<file path="src/rtl/sample_sched_eval_if.sv">
`default_nettype none
// +--------------------------------------------------------------------------+
// | sample_sched_eval_if : streaming in/out handshake bundle (Rev 1.0)        |
// +--------------------------------------------------------------------------+
interface sample_sched_eval_if #(
   parameter int STEP_W = 3
);
   logic              in_valid;
   logic              in_ready;
   logic [5:0]        in_data;
   logic              out_valid;
   logic              out_ready;
   logic [2:0]        out_data;
   logic [STEP_W-1:0] dbg_step;

   modport master (
      output in_valid, in_data, out_ready,
      input  in_ready, out_valid, out_data, dbg_step
   );

   modport slave (
      input  in_valid, in_data, out_ready,
      output in_ready, out_valid, out_data, dbg_step
   );
endinterface
`default_nettype wire

</file>
<file path="src/rtl/sample_sched_eval.sv">
`default_nettype none
// +--------------------------------------------------------------------------+
// | sample_sched_eval : 5-step AND/OR/NOT time-multiplexed netlist evaluator  |
// | Rev 1.0                                                                   |
// +--------------------------------------------------------------------------+
module sample_sched_eval #(
   parameter bit HOLD_RESULT = 1'b1,
   parameter int STEP_W      = 3
) (
   input  logic               clk,
   input  logic               rst,
   sample_sched_eval_if.slave bus
);
   localparam logic [1:0] ST_IDLE = 2'd0;
   localparam logic [1:0] ST_EXEC = 2'd1;
   localparam logic [1:0] ST_DONE = 2'd2;

   localparam logic [STEP_W-1:0] C_STEP1 = STEP_W'(1);
   localparam logic [STEP_W-1:0] C_STEP2 = STEP_W'(2);
   localparam logic [STEP_W-1:0] C_STEP3 = STEP_W'(3);
   localparam logic [STEP_W-1:0] C_STEP4 = STEP_W'(4);
   localparam logic [STEP_W-1:0] C_STEP5 = STEP_W'(5);

   logic [1:0]        state_q, state_d;
   logic [STEP_W-1:0] step_q, step_d;
   logic [5:0]        in_q;
   logic              g_q, h_q, i_q, j_q, k_q, l_q, m_q, n_q, o_q, p_q, q_q;
   logic [2:0]        held_q;

   logic              in_ready_c, out_valid_c, accept;
   logic [2:0]        out_data_c;
   logic [STEP_W-1:0] dbg_c;
   logic              and_x, and_y, and_z, and_r;
   logic              or_x, or_y, or_z, or_r;
   logic              not_x, not_r;

   wire a = in_q[0];
   wire b = in_q[1];
   wire c = in_q[2];
   wire d = in_q[3];
   wire e = in_q[4];
   wire f = in_q[5];

   always_ff @(posedge clk) begin
      if (rst) begin
         state_q <= ST_IDLE;
         step_q  <= '0;
      end else begin
         state_q <= state_d;
         step_q  <= step_d;
      end
   end

   always_comb begin
      state_d = state_q;
      step_d  = step_q;
      case (state_q)
         ST_IDLE: begin
            if (accept) begin
               state_d = ST_EXEC;
               step_d  = C_STEP1;
            end
         end
         ST_EXEC: begin
            if (step_q == C_STEP5) begin
               state_d = ST_DONE;
               step_d  = '0;
            end else begin
               step_d  = step_q + C_STEP1;
            end
         end
         ST_DONE: begin
            if (bus.out_ready) begin
               state_d = accept ? ST_EXEC : ST_IDLE;
               step_d  = accept ? C_STEP1 : '0;
            end
         end
         default: begin
            state_d = ST_IDLE;
            step_d  = '0;
         end
      endcase
   end

   // Result is live from the node registers in DONE, otherwise the value captured at the last handshake.
   always_comb begin
      in_ready_c  = 1'b0;
      out_valid_c = 1'b0;
      out_data_c  = held_q;
      dbg_c       = '0;
      case (state_q)
         ST_IDLE: in_ready_c = 1'b1;
         ST_EXEC: dbg_c      = step_q;
         ST_DONE: begin
            out_valid_c = 1'b1;
            in_ready_c  = bus.out_ready;
            out_data_c  = {q_q, p_q, o_q};
         end
         default: ;
      endcase
   end

   assign accept        = bus.in_valid & in_ready_c;
   assign bus.in_ready  = in_ready_c;
   assign bus.out_valid = out_valid_c;
   assign bus.out_data  = out_data_c;
   assign bus.dbg_step  = dbg_c;

   // Operand steering for the shared units; idle inputs are the identity so 2-input ops reuse the 3-input gate.
   always_comb begin
      and_x = 1'b1; and_y = 1'b1; and_z = 1'b1;
      or_x  = 1'b0; or_y  = 1'b0; or_z  = 1'b0;
      not_x = 1'b0;
      if (state_q == ST_EXEC) begin
         case (step_q)
            C_STEP1: begin
               and_x = a; and_y = c;
               or_x  = d; or_y  = e; or_z = f;
               not_x = c;
            end
            C_STEP2: begin
               and_x = h_q; and_y = j_q; and_z = i_q;
               or_x  = a;   or_y  = d;
            end
            C_STEP3: begin
               and_x = i_q; and_y = j_q;
               or_x  = g_q; or_y  = h_q; or_z = i_q;
               not_x = g_q;
            end
            C_STEP4: begin
               and_x = l_q; and_y = m_q;
            end
            C_STEP5: begin
               and_x = b; and_y = k_q; and_z = h_q;
               not_x = n_q;
            end
            default: ;
         endcase
      end
   end

   assign and_r = and_x & and_y & and_z;
   assign or_r  = or_x | or_y | or_z;
   assign not_r = ~not_x;

   always_ff @(posedge clk) begin
      if (rst) begin
         in_q   <= '0;
         g_q    <= 1'b0; h_q <= 1'b0; i_q <= 1'b0; j_q <= 1'b0;
         k_q    <= 1'b0; l_q <= 1'b0; m_q <= 1'b0; n_q <= 1'b0;
         o_q    <= 1'b0; p_q <= 1'b0; q_q <= 1'b0;
         held_q <= '0;
      end else begin
         if (accept) begin
            in_q <= bus.in_data;
         end
         if (state_q == ST_DONE && bus.out_ready) begin
            held_q <= HOLD_RESULT ? {q_q, p_q, o_q} : 3'b000;
         end
         if (state_q == ST_EXEC) begin
            case (step_q)
               C_STEP1: begin h_q <= and_r; j_q <= or_r; i_q <= not_r; end
               C_STEP2: begin l_q <= and_r; g_q <= or_r; end
               C_STEP3: begin m_q <= and_r; k_q <= or_r; p_q <= not_r; end
               C_STEP4: begin n_q <= and_r; end
               C_STEP5: begin o_q <= and_r; q_q <= not_r; end
               default: ;
            endcase
         end
      end
   end
endmodule
`default_nettype wire

</file>
<file path="src/flat_wrapper.sv">
// flat-port wrapper written by rule: the top's interface ports become plain ports
module sample_sched_eval_flat 
#(
   parameter bit HOLD_RESULT = 1'b1,
   parameter int STEP_W      = 3
)
  (clk, rst, bus_in_valid, bus_in_data, bus_out_ready, bus_in_ready, bus_out_valid, bus_out_data, bus_dbg_step);
  sample_sched_eval_if #(.STEP_W(STEP_W)) bus_i ();
  input  logic clk;
  input  logic rst;
  input wire logic [$bits(bus_i.in_valid)-1:0] bus_in_valid;
  input wire logic [$bits(bus_i.in_data)-1:0] bus_in_data;
  input wire logic [$bits(bus_i.out_ready)-1:0] bus_out_ready;
  output wire logic [$bits(bus_i.in_ready)-1:0] bus_in_ready;
  output wire logic [$bits(bus_i.out_valid)-1:0] bus_out_valid;
  output wire logic [$bits(bus_i.out_data)-1:0] bus_out_data;
  output wire logic [$bits(bus_i.dbg_step)-1:0] bus_dbg_step;
  assign bus_i.in_valid = bus_in_valid;
  assign bus_i.in_data = bus_in_data;
  assign bus_i.out_ready = bus_out_ready;
  assign bus_in_ready = bus_i.in_ready;
  assign bus_out_valid = bus_i.out_valid;
  assign bus_out_data = bus_i.out_data;
  assign bus_dbg_step = bus_i.dbg_step;
  sample_sched_eval #(.HOLD_RESULT(HOLD_RESULT), .STEP_W(STEP_W)) u_core (.clk(clk), .rst(rst), .bus(bus_i));
endmodule
</file>
<file path="config.mk">
export PLATFORM = sky130hd
export DESIGN_NAME = sample_sched_eval_flat
export DESIGN_NICKNAME = d
export VERILOG_FILES = /design/src/rtl/sample_sched_eval_if.sv /design/src/rtl/sample_sched_eval.sv /design/src/flat_wrapper.sv
export SDC_FILE = /design/constraint.sdc
export NUM_CORES = 1
export LEC_CHECK = 0
export CORE_ASPECT_RATIO = 1.25
export CORE_UTILIZATION = 41
export DETAILED_ROUTE_END_ITERATION = 8
export PLACE_DENSITY = 0.71
export SLEW_MARGIN = 20
export SYNTH_ARGS = -nofsm -noshare
export SYNTH_HDL_FRONTEND = slang
export SYNTH_SLANG_ARGS = --single-unit
export TNS_END_PERCENT = 50
</file>
<file path="constraint.sdc">
create_clock -name clk -period 4.8 [get_ports clk]
set_clock_uncertainty 0.15 [all_clocks]
set_input_delay 0.96 -clock clk [delete_from_list [all_inputs] [get_ports clk]]
set_output_delay 0.96 -clock clk [all_outputs]
set_load 0.005 [all_outputs]
</file>
[After elaboration in Yosys (flattened, before gate mapping)]
Cells that the tools add are included.
Cells by class
  $add $sub $neg: 1
  eq/ne operators: 10
  muxes and demuxes: 28
  bitwise operators: 6
  reductions and logical operators: 10
Operators with widths (number)
  $mux 3: 5
  $reduce_and 2->1: 6
  $mux 1: 10
  $pmux 1 s3: 3
  $pmux 3 s3: 1
  $eq 3x2->1 const B: 2
  $eq 3x3->1 const B: 2
  $mux 2: 3
  $pmux 1 s2: 3
  $pmux 2 s3: 1
  $pmux 1 s5: 1
  $ne 2x1->1 const B: 2
  $pmux 1 s4: 1
  $add 3x1->3 const B: 1
  $and 1x1->1: 3
  $eq 3x1->1 const B: 1
  $reduce_and 3->1: 1
  $eq 2x1->1 const B: 1
  $eq 2x2->1 const B: 1
  $logic_not 2->1: 1
  $ne 2x2->1 const B: 1
  $or 1x1->1: 2
  $reduce_or 2->1: 1
  $logic_and 1x1->1: 1
  $not 1->1: 1
Word-level totals
  register bits after elaboration: 25
  input bits: 10
  output and inout port bits: 8
  word-level logic and storage cells: 70

[Depth between registers and ports, before layout]
Gate-level depths: netlist of run 1.
  depth after elaboration: 6
  depth in mapped cells: 9
  mapped depth without buffers: 7

[Worst setup path before layout of run 1]
OpenSTA, ideal clock, no wires.
  path kind: input port to output port
  from: input bus_out_ready
  to: output bus_in_ready
  arrival: 1291 ps
  data required time: 3690 ps
  setup slack: 2399 ps
  cell stages on the path: 3
  path buffers: 1
  cell sequence: buf_4 > inv_2 > a21oi_1
On the way
  longest elaborated chain between the ends: 1
Ends and longest elaborated chain
  start: declaration: RTL line flat_wrapper.sv:13  | input wire logic [$bits(bus_i.out_ready)-1:0] bus_out_ready;
  $pmux 1 s2: RTL line sample_sched_eval.sv:91  | case (state_q)
  end: declaration: RTL line flat_wrapper.sv:14  | output wire logic [$bits(bus_i.in_ready)-1:0] bus_in_ready;
No other way between the ends.

[Worst setup path in the final report of run 1]
Same ends and word-level chain as after synthesis.

==> flow_summary.ini, run 1 <==
[flow_run]
drv_cap = 0

[clocking]
cts_hold_buf = 0
cts_sinks = 25
cts_setup_buffers = 0
clockBufferDepth = 2
htree_levels = 1
clk_latency_ns = 0.27
cts_tree = done
root_buffer = clkbuf_8
cts_resized = 0
path_clk_slew_ns = 0.09
numCtsBuffers = 3

[synthesis]
ys_seq_area_share_pct = 34.8
syn_inst = 164
syn-num-nets = 176
yosysMostFrequentCell = dfxtp_1
synth_top_cell_by_area = dfxtp_1
avgSynthCellArea_um2 = 8.76
ys_top_cells_by_area = dfxtp_1 (35%), mux2i_1 (7.7%), nor2_1 (6.3%)
ys_seq_elements = 25
async_flop_share_pct = 0
synth_commonest_cells = dfxtp_1 (25), nor2_1 (24), nand2_1 (15), mux2i_1 (11), a21oi_1 (10)
ys_warn_count = 0
synth_cell_type_count = 46
syn_area_um2 = 1440
synth_edf_count = 0
synth_top_area_share_pct = 34.8
synth_ff_type = dfxtp_1

[critical_path]
cp_data_arrival_time_ns = 2.37
required_ns = 3.69
path_class = input port to primary output
r2r_slack_ns = 2.18
r2r_cells = 7
critical_path.startpoint_type = input port
crit_fanout = 7
worstReg2RegStart = u_core.step_q[2]
end_kind = primary output
r2r_end = u_core.h_q

[floorplan]
dieWidth_um = 54.9
core-area_um2 = 3280
dieArea_um2 = 3750
die_height_um = 68.2
io_pins = 18
start_util_pct = 43.8
fp-row-count = 23

[detailed_routing]
num_vias = 1192
post_drt_wl_per_cell_um = 14.7
drt_iter0_drc = 27
drc_errors = 0
first_pass_iters = 4
viasPerCell = 5.68
drtAntennaViolNets = 0
routed_wl_mm = 3.08

[timing]
min_period_over_period_pct = 72.6
setup-tns-final_ns = 0
drv_slew = 0
hold_violations = 0
period_minus_slack_ns = 3.48
worstMarginPinSlew_ns = 1.01
fmax_ghz = 0.287
rsz0062_at_grt = false
slew_headroom_pct = 32.2
setup_viol = 0

[global_routing]
antenna_found_initial = 0
grt_max_degree = 27
grt.total_usage_pct = 18.7
grt_overflow_total = 0
grt-busiest-layer = met2
grt.met2_usage_pct = 31.8
grtUsageMet3_pct = 4.00
grtUsageMet1_pct = 22.5
grt_pass1_vias = 1085
grt_pass1_wl_mm = 4.95

[layout]
final_cells = 210
syn_to_final_growth_pct = 12.5
drive_gt1_share_pct = 9.83
nNetsFinal = 186
n_antenna_cell = 0

[placement]
portBuffers = 17
dp.cells = 206
dp_hpwl_mm = 2.21
gp_congestion = 0.784

[worst_hold_path]
hold_path_end = u_core.held_q[1]
min_path_type = flip-flop to flip-flop
hold_start = u_core.held_q[1]
whs_path_depth = 2

[power]
p_per_area_nw_per_um2 = 260
p_leak_uw = 0.000594
vdd_drop_max_mv = 0.148

[outcome]
status = finished clean
==> how the worst max path moves through the flow <==
stage	start	endpoint
finish	bus_out_ready	bus_in_ready
global route	bus_out_ready	bus_in_ready
CTS	bus_out_ready	bus_in_ready
detailed placement	bus_out_ready	bus_in_ready
global placement	bus_out_ready	bus_in_ready
floorplan	bus_out_ready	bus_in_ready
==> power by group <==
part / switching (µW) / internal (µW) / total [µW]
Sequential: 12.2 / 214 / 226
Clock: 69.5 / 58.2 / 128
Combinational: 33.4 / 33.1 / 66.5
==> metal layers <==
layer	share of wire [%]	routed length, µm	vias to the layer above
li1	-	-	590
met1	46	1410	572
met2	49	1510	23
met3	3.2	98	7
met4	2.0	61	0
met5	0	0	-
==> final cells by class <==
cell class / count / area, µm²
inverters: 8 / 30.0
clock buffers: 3 / 41.3
multi-input cells: 119 / 823
flip-flops and latches: 25 / 500
clock inverters: 1 / 5.00
well taps: 37 / 46.3
fillers: 344 / 1660
repair buffers: 17 / 170
==> logic make-up after synthesis <==
| logic type | Yosys count | share of synthesized area [%] |
|---|---|---|
| AOI/OAI and AO/OA | 36 | 19.7 |
| xor gates and xnor gates | 1 | 1.13 |
| and+or+nand+nor | 66 | 24.7 |
| muxes | 14 | 10.0 |
| DFF | 25 | 34.8 |
| buffers and inverters | 20 | 7.84 |
| adders and majority gates | 2 | 1.74 |
==> cells in the final DEF (no fill, tap or decap), types with 7 or more instances in the layout <==
master           count
dfxtp_1             25
nor2_1              24
clkdlybuf4s50_1     17
nand2_1             15
mux2i_1             11
a21oi_1             10
inv_1                7
nand3_1              7
==> flip-flops by register name, indices dropped and copies added, names as in the netlist <==
name,count
u_core.n_q,1
u_core.m_q,1
u_core.state_q,2
u_core.i_q,1
u_core.o_q,1
u_core.h_q,1
u_core.k_q,1
u_core.step_q,3
u_core.p_q,1
u_core.in_q,6
u_core.l_q,1
u_core.j_q,1
u_core.held_q,3
u_core.g_q,1
u_core.q_q,1
==> metrics by stage <==
stage	util (%)	power [µW]	setup slack, ns	instance area, µm²	hold WS, ns
after CTS	49.3	420	1.31	1620	0.322
final	49.3	421	1.32	1620	0.317
after global placement	47.9	295	1.39	1570	0.290
after detailed placement	47.9	298	1.32	1570	0.309
after global routing	49.3	442	1.25	1620	0.344
after floorplan	-	280	2.40	1440	0.282
==> critical path, cell delays in order <==
cell	delay (ns)
clkdlybuf4s50_1	0.66
inv_2	0.06
a21oi_1	0.17
clkdlybuf4s50_1	0.52
(Power assumes the default switching activity.)
==> run 2, diff against run 1 <==
- PLACE_DENSITY: 0.71 -> 0.73
- clock period: 4.8 -> 2.81 ns (I/O delays scaled with it)
==> run 2 against run 1 <==
Effect of this change:
- worst hold slack better by 0.0037 ns
- wire length increased by 7.1%
- flip-flop and latch count stayed put
- via count rose by 2.5%
- sequential power grew 68%
- cell count grew 2.4%
- highest routed layer unchanged
- first-iteration DRC count fell by 3.7%
==> flow_summary.ini, run 2 (same netlist as run 1, synthesis figures left out) <==
[global_routing]
grt_pass1_vias = 1236
grt_overflow_total = 0
grt_pass1_wl_mm = 5.49
antenna_found_initial = 0
grt.total_usage_pct = 20.4
grt_max_degree = 16

[power]
vdd_drop_max_mv = 0.246
switching_share_pct = 27.8
pwr-share-seq_pct = 52.0
p_leak_uw = 0.000616
p_switching_uw = 203
pwr-share-comb_pct = 17.4
power.share.clock_pct = 30.5
p_per_area_nw_per_um2 = 440
internal_power_uw = 527

[placement]
portBuffers = 17
dp_slack_ns = 0.312
dp_hpwl_mm = 2.44
gp_congestion = 0.858

[clocking]
cts_tree = done
cts_resized = 0
cts_sinks = 25
root_buffer = clkbuf_8
numCtsBuffers = 3
clk_latency_ns = 0.28
clockBufferDepth = 2
cts_hold_buf = 0
path_clk_slew_ns = 0.10
cts_setup_buffers = 0
htree_levels = 1

[timing]
rsz0062_at_grt = false
slew_headroom_pct = 65.6
period_minus_slack_ns = 2.51
fmax_ghz = 0.399
drv_slew = 0
worstMarginPinSlew_ns = 0.516
setup_ws_ns = 0.301
hold_violations = 0
setup-tns-final_ns = 0
setup_viol = 0
min_period_over_period_pct = 89.3

[layout]
drive_gt1_share_pct = 12.4
top_register = u_core.in_q
final_cell_mix = dfxtp_1 (25), nor2_1 (24), clkdlybuf4s50_1 (17)
n_antenna_cell = 0
final_common_cell = dfxtp_1
reg_top3 = u_core.in_q: 6 flops, u_core.held_q: 3 flops, u_core.step_q: 3 flops
nNetsFinal = 191
largest_register_ffs = 6
fillers = 340
syn_to_final_growth_pct = 15.3

[outcome]
status = finished clean

[worst_hold_path]
min_path_type = flip-flop to flip-flop
whs_path_depth = 2

[detailed_routing]
post_drt_wl_per_cell_um = 15.3
first_pass_iters = 4
drtAntennaViolNets = 0
drt_iter0_drc = 26
routed_wl_mm = 3.30
viasPerCell = 5.68
drc_errors = 0
num_vias = 1222

[critical_path]
crit_fanout = 9
path_class = flip-flop to primary output
critical_path.startpoint_type = flip-flop
r2r_cells = 7
required_ns = 2.10
cp_data_arrival_time_ns = 1.80
end_kind = primary output

[floorplan]
dieWidth_um = 54.9
start_util_pct = 43.8
core-area_um2 = 3280
dieArea_um2 = 3750
io_pins = 18
fp-row-count = 23
die_height_um = 68.2

[flow_run]
drv_cap = 0
## run 2: cell types whose count changed in the layout (fill, tap and decap cells not counted)
| cell | delta |
|---|---|
| buf_4 | +5 |
| clkinv_2 | -1 |
| clkinvlp_4 | +1 |
## run 2: layer usage
metal | part of all wire, % | routed length [µm] | vias up | global-route usage, %
met3 | 4.5 | 148 | 11 | 2.22
met2 | 52 | 1730 | 40 | 38.4
met1 | 40 | 1330 | 575 | 21.6
met5 | 0 | 0 | - | 0
li1 | - | - | 596 | -
met4 | 2.8 | 93 | 0 | 9.69
## run 2: per-stage QoR
step / power [µW] / hold slack (ns) / std cells / utilization (%) / instance area, µm²
after floorplan: 478 / 0.282 / 164 / - / 1440
after global placement: 508 / 0.288 / 211 / 49.0 / 1610
final: 729 / 0.321 / 215 / 50.5 / 1660
after detailed placement: 513 / 0.312 / 211 / 49.0 / 1610
after CTS: 731 / 0.326 / 215 / 50.5 / 1660
after global routing: 758 / 0.348 / 215 / 50.5 / 1660
## run 2: path summary, 6_finish.rpt
check | startpoint | to | slack (ns)
max reg2reg | u_core.step_q[2] | u_core.m_q | 0.53
min | u_core.held_q[0] | u_core.held_q[0] | 0.32
min reg2reg | u_core.held_q[0] | u_core.held_q[0] | 0.32
max | u_core.state_q[1] | bus_out_data[2] | 0.30
## run 2: power by group through the flow
stage / sequential [µW] / combinational (µW) / clock (µW)
2_1_floorplan: 381 / 97.3 / 0
3_3_place_gp: 387 / 121 / 0
3_5_place_dp: 387 / 126 / 0
4_1_cts: 379 / 127 / 225
5_1_grt: 381 / 139 / 238
6_report: 379 / 127 / 223
## run 2: cell type report
class | count | area, µm² | share of cell area [%]
repair buffers | 22 | 208 | 12.5
clock inverters | 1 | 7.51 | 0.453
well taps | 37 | 46.3 | 2.79
clock buffers | 3 | 41.3 | 2.49
inverters | 8 | 30.0 | 1.81
flip-flops and latches | 25 | 500 | 30.2
multi-input cells | 119 | 823 | 49.7
## run 2: critical path: stages, from the launching register on
cell	delay, ns
dfxtp_1	0.42
nor2b_1	0.16
buf_4	0.18
mux2_1	0.33
clkdlybuf4s50_1	0.44
==> run 3, diff against run 2 <==
- GPL_TIMING_DRIVEN: unset -> 0
==> run 3 against run 2 <==
Effect of this change:
- sequential share of layout area fell by 0.41 points
- count of clock-buffer cells in the layout is the same
- via count down 1.2%
- largest cell class unchanged
- highest routed layer unchanged
- die area stayed put
- utilization rose by 0.69 points
- cell count grew 2.3%
- non-clock buffer count grew 5
- power down 0.78%
- wire length fell by 5.9%
==> flow_summary.ini, run 3 (same netlist as run 1, synthesis figures left out) <==
[worst_hold_path]
hold_path_end = u_core.held_q[1]
hold_start = u_core.held_q[1]
min_path_type = flip-flop to flip-flop
whs_path_depth = 2

[power]
p_per_area_nw_per_um2 = 431
vdd_drop_max_mv = 0.303
p_leak_uw = 0.000639

[floorplan]
fp-row-count = 23
io_pins = 18
core-area_um2 = 3280
die_height_um = 68.2
start_util_pct = 43.8
dieWidth_um = 54.9
dieArea_um2 = 3750

[timing]
rsz0062_at_grt = false
setup_viol = 0
period_minus_slack_ns = 2.56
min_period_over_period_pct = 91.2
drv_slew = 0
fmax_ghz = 0.390
setup-tns-final_ns = 0
worstMarginPinSlew_ns = 0.452
hold_violations = 0
slew_headroom_pct = 69.9
hold_slack_ns = 0.307

[layout]
final_cell_mix = dfxtp_1 (25), nor2_1 (24), nand2_1 (15), clkdlybuf4s50_1 (15), mux2i_1 (11)
largest_register_ffs = 6
final_common_cell = dfxtp_1
syn_to_final_growth_pct = 16.9
top_register = u_core.in_q
nNetsFinal = 196
n_antenna_cell = 0
final_core_util_pct = 51.2
reg_top3 = u_core.in_q: 6 flops, u_core.held_q: 3 flops, u_core.step_q: 3 flops
drive_gt1_share_pct = 14.2

[global_routing]
grt_pass1_vias = 1188
grt_overflow_total = 0
antenna_found_initial = 0
grt_pass1_wl_mm = 5.31
grt.total_usage_pct = 19.9
grt_max_degree = 15

[critical_path]
r2r_slack_ns = 0.56
crit_fanout = 9
required_ns = 2.10
worstReg2RegStart = u_core.step_q[0]
critical_path.startpoint_type = flip-flop
end_kind = primary output
r2r_end = u_core.n_q
cp_data_arrival_time_ns = 1.85
r2r_cells = 9
path_class = flip-flop to primary output

[detailed_routing]
viasPerCell = 5.49
first_pass_iters = 4
post_drt_wl_per_cell_um = 14.1
drtAntennaViolNets = 0
num_vias = 1207
drt_iter0_drc = 40
routed_wl_mm = 3.10
drc_errors = 0

[placement]
portBuffers = 15
dp_hpwl_mm = 2.38
gp_congestion = 0.828

[clocking]
htree_levels = 1
cts_resized = 0
cts_sinks = 25
clockBufferDepth = 2
numCtsBuffers = 3
root_buffer = clkbuf_8
path_clk_slew_ns = 0.09
cts_tree = done
cts_hold_buf = 0
cts_setup_buffers = 0
clk_latency_ns = 0.27

[flow_run]
drv_cap = 0

[outcome]
status = finished clean
-- run 3: changes by cell type in the layout (fill, tap and decap cells not counted), sizes merged --
cell           change
clkbuf             +3
clkinv             +1
clkdlybuf4s50      -2
buf                +4
clkinvlp           -1
-- run 3: where the power goes --
part	total, µW	internal [µW]	switching, µW
Combinational	132	62.2	69.7
Clock	216	99.3	116
Sequential	376	366	9.87
-- run 3: worst max-delay path by stage --
stage	startpoint	endpoint	slack [ns]	cells after the start
2_1_floorplan	u_core.step_q[0]	u_core.l_q	0.81	9
3_3_place_gp	u_core.state_q[1]	bus_out_data[0]	0.60	4
3_5_place_dp	u_core.state_q[1]	bus_out_data[2]	0.53	4
4_1_cts	u_core.state_q[1]	bus_out_data[2]	0.23	4
5_1_grt	u_core.state_q[1]	bus_out_data[0]	0.11	4
6_report	u_core.state_q[1]	bus_out_data[2]	0.25	4
-- run 3: cell type report --
type / instances / area, µm²
multi-input combinational: 119 / 823
tap: 37 / 46.3
timing repair buffer: 15 / 150
fill: 308 / 1600
inverter: 8 / 30.0
buffer: 12 / 82.6
sequential: 25 / 500
clock buffer: 3 / 41.3
clock inverter: 1 / 5.00
-- run 3: critical path, cell delays in order, from the launching register on --
cell and delay [ns]:
dfxtp_1 0.44, nor2b_1 0.16, buf_2 0.20, mux2_1 0.33
clkdlybuf4s50_1 0.44
-- run 3: layer usage --
| metal | vias up | part of all wire, % | global-route usage, % |
|---|---|---|---|
| met5 | - | 0 | 0 |
| met4 | 0 | 1.9 | 9.06 |
| met3 | 6 | 3.6 | 2.00 |
| met2 | 31 | 52 | 35.5 |
| met1 | 562 | 43 | 22.9 |
| li1 | 608 | - | - |
-- run 3: through the flow --
stage / total power, µW / setup WS, ns / area [µm²] / instances
2_1_floorplan: 478 / 0.806 / 1440 / 164
3_3_place_gp: 511 / 0.601 / 1630 / 216
3_5_place_dp: 516 / 0.530 / 1630 / 216
4_1_cts: 728 / 0.226 / 1680 / 220
5_1_grt: 763 / 0.111 / 1680 / 220
6_report: 723 / 0.247 / 1680 / 220
==> variant (flow settings as in run 2) <==
`STEP_W` is set to 3 in 3 places; all go to 6.
--- a/src/rtl/sample_sched_eval_if.sv
+++ b/src/rtl/sample_sched_eval_if.sv
@@ -5,3 +5,3 @@
 interface sample_sched_eval_if #(
-   parameter int STEP_W = 3
+   parameter int STEP_W = 6
 );
--- a/src/rtl/sample_sched_eval.sv
+++ b/src/rtl/sample_sched_eval.sv
@@ -7,3 +7,3 @@
    parameter bit HOLD_RESULT = 1'b1,
-   parameter int STEP_W      = 3
+   parameter int STEP_W      = 6
 ) (
--- a/src/flat_wrapper.sv
+++ b/src/flat_wrapper.sv
@@ -4,3 +4,3 @@
    parameter bit HOLD_RESULT = 1'b1,
-   parameter int STEP_W      = 3
+   parameter int STEP_W      = 6
 )
Ports: changed (resized bus_dbg_step); port bits go from 18 to 21. The function was not compared with the original's and may differ.
==> variant against run 2 <==
Total power is 8.2% higher; wire length is 5.5% lower; largest power group unchanged; maximum frequency is 6.9% lower; the flow now finishes with violations (design-rule violations); setup slack worse by 0.19 ns; sequential cell count is 3 higher; hold slack worse by 0.013 ns; final area is 9.7% higher; critical path depth is 1 lower; combinational power is 5% lower; critical path type unchanged; synthesized area is 7.1% higher.
==> variant: results (changes against run 2) <==
status complete, but fails checks (was finished clean); failing checks design-rule violations; R2R cell count 6 (was 7); Tmin final 2.694 ns (was 2.509 ns); vias in the first global route 1201 (was 1236); Remaining DRCs 2 (was 0); First-pass DRT Iterations 6 (was 4); WL final 3.116 mm (was 3.297 mm); gpl congestion 0.7839 (was 0.8584); RR Endpoint u_core.o_q (was u_core.m_q); via count 1314 (was 1222); Inverters excl. clock 4 (was 8); Final HPWL DP 2.244 mm (was 2.441 mm); P&R area growth vs syn 18.14% (was 15.33%); Netlist cell types 43 (was 46); post-synth net total 192 (was 176); Leakage 0.6688 nW (was 0.6157 nW); Slowest-stage cell, CP dfxtp_1 (was clkdlybuf4s50_1); Worst Path Arrival 1.98 ns (was 1.80 ns); total CTS buffers 3 (unchanged); top cells by area, synth dfxtp_1 36%, a21oi_1 5.5%, o21ai_0 4.2% (was dfxtp_1 35%, mux2i_1 7.7%, nor2_1 6.3%); GR Util met1 21.80% (was 21.56%); dpl cell area 1762 µm² (was 1608 µm²); GRT Total Usage 16.85% (was 20.39%); Placed Cells 232 (was 211); CP max stage delay 0.54 ns (was 0.44 ns); Non-clk bufs 27 (was 22); DP Worst Slack 0.3674 ns (was 0.3115 ns); Min Hold Slack 0.3076 ns (was 0.3210 ns); Seq/Total Area, Yosys 36.45% (was 34.84%); M3 GR Usage 1.852% (was 2.222%); Multi-In Gates 134 (was 119); Post-Syn Instances 178 (was 164); Clock Sink Count 28 (was 25); layout cells sized above 1 11.17% (was 12.36%); combinational power 121 µW (was 127 µW); Regs by FF count u_core.in_q: 6 flops, u_core.step_q: 6 flops, u_core.held_q: 3 flops (was u_core.in_q: 6 flops, u_core.held_q: 3 flops, u_core.step_q: 3 flops); Fill cells 335 (was 340); pin count of the biggest net entering global routing 26 (was 16); ClkCell Share 3.030% (was 2.946%); Crit path max-delay family flip-flops (was buffers and inverters); fin cells 236 (was 215); Internal 587.7 µW (was 526.6 µW); flop2flop setup slack 0.69 ns (was 0.53 ns); # clk buffers 4 (was 3); Tot Pwr 788.7 µW (was 729.1 µW); sequential power 420 µW (was 379 µW); Seq area share 30.85% (was 30.21%); DRT iter0 DRCs 38 (was 26); met2 Use GR 27.65% (was 38.40%); first-pass GRT wire length 5.361 mm (was 5.492 mm); buffer share of cell area 13.91% (was 12.54%); Commonest cells post-synth 28 x dfxtp_1, 17 x a21oi_1, 14 x nand2_1 (was 25 x dfxtp_1, 24 x nor2_1, 15 x nand2_1)
-- variant: cell types whose count changed after synthesis, sizes merged, moves of 4 or more --
| cell | run 2 | this run |
|---|---|---|
| nor2 | 24 | 13 |
| xor2 | 0 | 4 |
| mux2i | 11 | 5 |
| inv | 8 | 4 |
| o21ai | 4 | 15 |
| a21oi | 10 | 17 |
-- variant: metal layers --
| layer | up-vias | share of wire, % |
|---|---|---|
| met4 | 0 | 2.5 |
| met3 | 6 | 3.6 |
| met5 | - | 0 |
| li1 | 672 | - |
| met2 | 28 | 46 |
| met1 | 608 | 47 |
-- variant: cell families (layout without fill, tap and decap cells) --
kind of cell    after synthesis  count (layout)  share of synthesized area [%]
compound gates               52              52                          21.24
buf+inv                      16              35                          6.021
xor+xnor                      4               4                          2.278
fa+ha+maj                     4               4                          3.255
flops                        28              28                          36.45
simple gates                 65              65                          24.57
mux                           9               9                          6.184
